[src/rtl/mac_feeder.sv]
// mac_feeder: packs a pixel byte stream into 128-bit chunks, fetches the matching weight row,
// issues each pair to the MAC pipeline and accumulates NUM_CHUNKS sums into one neuron result.
module mac_feeder #(
   parameter int NUM_CHUNKS  = 49,
   parameter int ADDR_W      = 6,
   parameter int MAC_LATENCY = 3,
   parameter int ACC_W       = 26
) (
   input  logic              clk,
   input  logic              rst_n,
   input  logic              pix_valid,
   input  logic [7:0]        pix_data,
   output logic              pix_ready,
   output logic              weight_rd_en,
   output logic [ADDR_W-1:0] weight_addr,
   input  logic [127:0]      weight_rdata,
   output logic [127:0]      mac_pixels,
   output logic [127:0]      mac_weights,
   output logic              mac_issue,
   input  logic [19:0]       mac_sum,
   output logic              res_valid,
   output logic [ACC_W-1:0]  res_data,
   input  logic              res_ready
);
   typedef enum logic [2:0] {FILL, FETCH, LOAD, DRAIN, RESULT} state_t;

   state_t                 state;
   logic [3:0]             byteCnt;
   logic [ADDR_W-1:0]      chunkIdx;
   logic [ACC_W-1:0]       acc;
   logic [ACC_W-1:0]       accNext;
   logic [127:0]           packBuf;
   logic                   issueLast;
   logic [MAC_LATENCY-1:0] tokVld;
   logic [MAC_LATENCY-1:0] tokLast;
   logic                   tokExit;
   logic                   lastExit;
   logic                   isLast;

   assign isLast    = (chunkIdx == ADDR_W'(NUM_CHUNKS - 1));
   assign tokExit   = tokVld[MAC_LATENCY-1];
   assign lastExit  = tokExit & tokLast[MAC_LATENCY-1];
   assign accNext   = tokExit ? acc + ACC_W'(mac_sum) : acc;
   assign pix_ready = rst_n & (state == FILL);

   // Token shift written as a shift-or so a latency of 1 needs no special case.
   always_ff @(posedge clk or negedge rst_n) begin
      if (!rst_n) begin
         tokVld  <= '0;
         tokLast <= '0;
      end else begin
         tokVld  <= (tokVld << 1) | MAC_LATENCY'(mac_issue);
         tokLast <= (tokLast << 1) | MAC_LATENCY'(mac_issue & issueLast);
      end
   end

   always_ff @(posedge clk or negedge rst_n) begin
      if (!rst_n) begin
         state        <= FILL;
         byteCnt      <= '0;
         chunkIdx     <= '0;
         acc          <= '0;
         packBuf      <= '0;
         issueLast    <= 1'b0;
         weight_rd_en <= 1'b0;
         weight_addr  <= '0;
         mac_pixels   <= '0;
         mac_weights  <= '0;
         mac_issue    <= 1'b0;
         res_valid    <= 1'b0;
         res_data     <= '0;
      end else begin
         acc          <= accNext;
         weight_rd_en <= 1'b0;
         mac_issue    <= 1'b0;
         case (state)
            FILL: begin
               // Shifting in from the LSB leaves byte 0 in the top lane after 16 bytes.
               if (pix_valid) begin
                  packBuf <= {packBuf[119:0], pix_data};
                  byteCnt <= byteCnt + 4'd1;
                  if (byteCnt == 4'd15) begin
                     state        <= FETCH;
                     weight_rd_en <= 1'b1;
                     weight_addr  <= chunkIdx;
                  end
               end
            end
            FETCH: state <= LOAD;
            LOAD: begin
               mac_pixels  <= packBuf;
               mac_weights <= weight_rdata;
               mac_issue   <= 1'b1;
               issueLast   <= isLast;
               if (isLast) begin
                  state <= DRAIN;
               end else begin
                  chunkIdx <= chunkIdx + 1'b1;
                  state    <= FILL;
               end
            end
            DRAIN: begin
               if (lastExit) begin
                  state     <= RESULT;
                  res_valid <= 1'b1;
                  res_data  <= accNext;
               end
            end
            RESULT: begin
               if (res_ready) begin
                  res_valid <= 1'b0;
                  acc       <= '0;
                  chunkIdx  <= '0;
                  state     <= FILL;
               end
            end
            default: state <= FILL;
         endcase
      end
   end
endmodule

[config.mk]
export PLATFORM = sky130hd
export DESIGN_NAME = mac_feeder
export DESIGN_NICKNAME = d
export VERILOG_FILES = /design/src/rtl/mac_feeder.sv
export SDC_FILE = /design/constraint.sdc
export NUM_CORES = 1
export LEC_CHECK = 0
export CAP_MARGIN = 20
export CORE_UTILIZATION = 55
export CTS_BUF_LIST = sky130_fd_sc_hd__clkbuf_8
export DETAILED_ROUTE_END_ITERATION = 8
export GPL_ROUTABILITY_DRIVEN = 0
export PLACE_DENSITY = 0.85
export SLEW_MARGIN = 20
export SYNTH_ARGS = -nofsm -noshare
export SYNTH_HDL_FRONTEND = slang
export SYNTH_SLANG_ARGS = --single-unit
[constraint.sdc]
create_clock -name clk -period 6.5 [get_ports clk]
set_input_delay 1.95 -clock clk [delete_from_list [all_inputs] [get_ports clk]]
set_output_delay 1.95 -clock clk [all_outputs]
set_load 0.005 [all_outputs]
==> flow_summary.toml <==
[critical_path]
critPathArrivalTime_ns = 2.97
crit_family = "buffers and inverters"
rrSetupSlack_ns = 3.81
r2r_cells = 8
critical-path-slowest-cell = "clkdlybuf4s50_1"
endpoint_kind = "output pin"
worstSetupStartpointType = "input pin"
timing.critical_path.cells = "buf_8 -> and2_1 -> clkdlybuf4s50_1"
r2r-end = "chunkIdx[5]$_DFFE_PN0P_"
cp.required_ns = 4.55
crit_path_end = "pix_ready"
path_depth = 3
r2r-start = "state[1]$_DFFE_PN0P_"
crit_buf_inv = 2
crit_type = "input pin to output pin"
cp_max_fo = 46
cpPeakStageDelay_ns = 0.52
critPathLaunch = "rst_n"

[pwr]
max-vdd-ir-drop_mv = 0.295
p_leak_nw = 11.0
p_per_area_nw_per_um2 = 461

[placed_design]
io_buffer_count = 451
dp.cells = 2093
dp_hpwl_microns = 30700

[global_route]
grt_pass1_vias = 12700
grt_start_max_net_pins = 188
grt_overflow = 0
grt_first_pass_wirelength_microns = 69200
grt_antenna_before_repair = 2
grt_usage_pct = 26.3

[synthesis]
syn_avg_cell_area_sq_um = 14.7
synth_edf_count = 0
synthTopCellsByCount = "dfrtp_1, mux2_2, nand2_1"
synth_xor_area_share_pct = 1.52
synthAdderAreaFrac_pct = 1.66
synth_top_area_share_pct = 62.9
synth_mux_area_share_pct = 24.3
syn-cell-area_sq_um = 18500
synth.most_common_cell = "dfrtp_1"
yosysWarnings = 0
async_flop_share_pct = 100
ys_ff_latch = 465
ys_types = 55
synth_fp_nets = 1443
yosys.area.top_type = "dfrtp_1"
syn_inst = 1259
ys_top_cells_by_area = "dfrtp_1, mux2_2, ha_1"
synth_ff_type = "dfrtp_1"
synth_top_family_by_area = "multiplexers"
yosysSeqAreaShare_pct = 62.9
synth_compound_area_share_pct = 3.82
synth-simple-area-share_pct = 3.82

[detailed_routing]
vias = 11900
drt_iter0_markers = 685
drt_first_pass_iters = 6
routed_wl_microns = 45100
drc = 0
ant_nets = 0
avgViaCountPerCell = 5.39
wl_per_cell_microns = 20.3

[run]
max-cap-violations = 0

[clocking]
htreeDepth = 3
cts_tree = "yes"
numCtsBuffers = 74
cts_sinks = 465
clk_path_buf_depth = 3
postCtsSetupBuffers = 0
cts_root_buf = "clkbuf_8"
cts_resized = 0
postCtsHoldBufs = 0
clk_latency_ns = 0.59
clk_pin_slew_ns = 0.06

[timing]
max_freq_mhz = 203
skew_ns = 0.0186
min_period_ns = 4.92
setup_tns_ns = 0
finalSetupViolations = 0
post-route-period-util_pct = 75.7
maxSlewHeadroom_pct = 25.6
final-hold-violation-count = 0
final_max_slew_viol_count = 0
worst_pin_slew_ns = 1.12
grt_setup_unrepaired = "no"

[floorplanning]
fp-row-count = 66
start_util_pct = 56.4
dieArea_sq_um = 34400
die_w_microns = 185
core_sq_um = 32800
dieHeight_microns = 185
ios = 452

[cells_and_area]
final_cells = 2215
nets = 1912
drive_above_1_share_pct = 29.5
syn2layout_area_growth_pct = 34.4

[run_status]
status = "completed"

[hold_path]
holdCritPathClass = "register to register"
[flip-flops by register name (all words and copies together) (netlist names), 4 cells and up]
name,cells
acc,26
byteCnt,4
chunkIdx,6
mac_pixels,128
mac_weights,128
packBuf,128
res_data,26
weight_addr,6
[cells in the final DEF, fill, tap and decap left out, drive strengths merged, types with 22 or more instances in the layout]
cell / count
mux2: 392
xnor2: 22
a21oi: 32
o21ai: 36
nand2: 63
clkbuf: 94
nor2: 40
ha: 23
clkdlybuf4s50: 450
inv: 28
dfrtp: 465
[layout make-up]
| class | instances | area, sq um |
|---|---|---|
| sequential | 465 | 11600 |
| fill | 2000 | 7940 |
| multi-input combinational | 717 | 6500 |
| timing repair buffer | 461 | 4660 |
| clock buffer | 94 | 1290 |
| tap | 442 | 553 |
| clock inverter | 25 | 170 |
| inverter | 9 | 33.8 |
| antenna | 2 | 5.00 |
[routing by layer]
layer | wire length, microns | up-vias | part of all wire [%] | global-route usage, %
met5 | 0 | - | 0 | 0
met4 | 1420 | 0 | 3.2 | 11.5
met3 | 4340 | 92 | 9.6 | 9.75
met2 | 22400 | 422 | 50 | 44.1
met1 | 16900 | 6042 | 37 | 29.9
li1 | - | 5374 | - | -
[per-stage QoR]
| step | power [W] | setup WS (ns) | util [%] | hold slack, ns | cell area, sq um |
|---|---|---|---|---|---|
| final | 0.0115 | 1.58 | 75.8 | 0.348 | 24800 |
| after global routing | 0.0121 | 1.50 | 75.8 | 0.354 | 24800 |
| after CTS | 0.0116 | 1.55 | 75.7 | 0.350 | 24800 |
| after detailed placement | 0.00901 | 1.56 | 71.2 | 0.336 | 23300 |
| after global placement | 0.00879 | 1.59 | 71.2 | 0.331 | 23300 |
| after floorplan | 0.00668 | 2.48 | - | 0.331 | 18500 |
[logic make-up (layout without fill, tap and decap cells)]
group	Yosys count	after routing
AND/OR/NAND/NOR	152	152
flip-flops	465	465
AO/OA/AOI/OAI	109	109
XOR/XNOR	32	32
multiplexers	400	400
other	0	2
buffers and inverters	77	589
adder cells (fa/ha/maj)	24	24
[worst min path at each step]
stage / startpoint / end / cells after the start
6_report: tokVld[1]$_DFF_PN0_ / tokVld[2]$_DFF_PN0_ / 0
5_1_grt: tokVld[1]$_DFF_PN0_ / tokVld[2]$_DFF_PN0_ / 0
4_1_cts: tokVld[1]$_DFF_PN0_ / tokVld[2]$_DFF_PN0_ / 0
3_5_place_dp: tokVld[1]$_DFF_PN0_ / tokVld[2]$_DFF_PN0_ / 0
3_3_place_gp: tokVld[1]$_DFF_PN0_ / tokVld[2]$_DFF_PN0_ / 0
2_1_floorplan: tokLast[0]$_DFF_PN0_ / tokLast[1]$_DFF_PN0_ / 0
[power breakdown]
group	switching [W]	internal [W]	leakage (nW)
Sequential	0.000769	0.00412	5.76
Combinational	0.00151	0.00260	4.42
Clock	0.00111	0.00137	0.816
No activity file was read; power rests on OpenSTA's default activity.
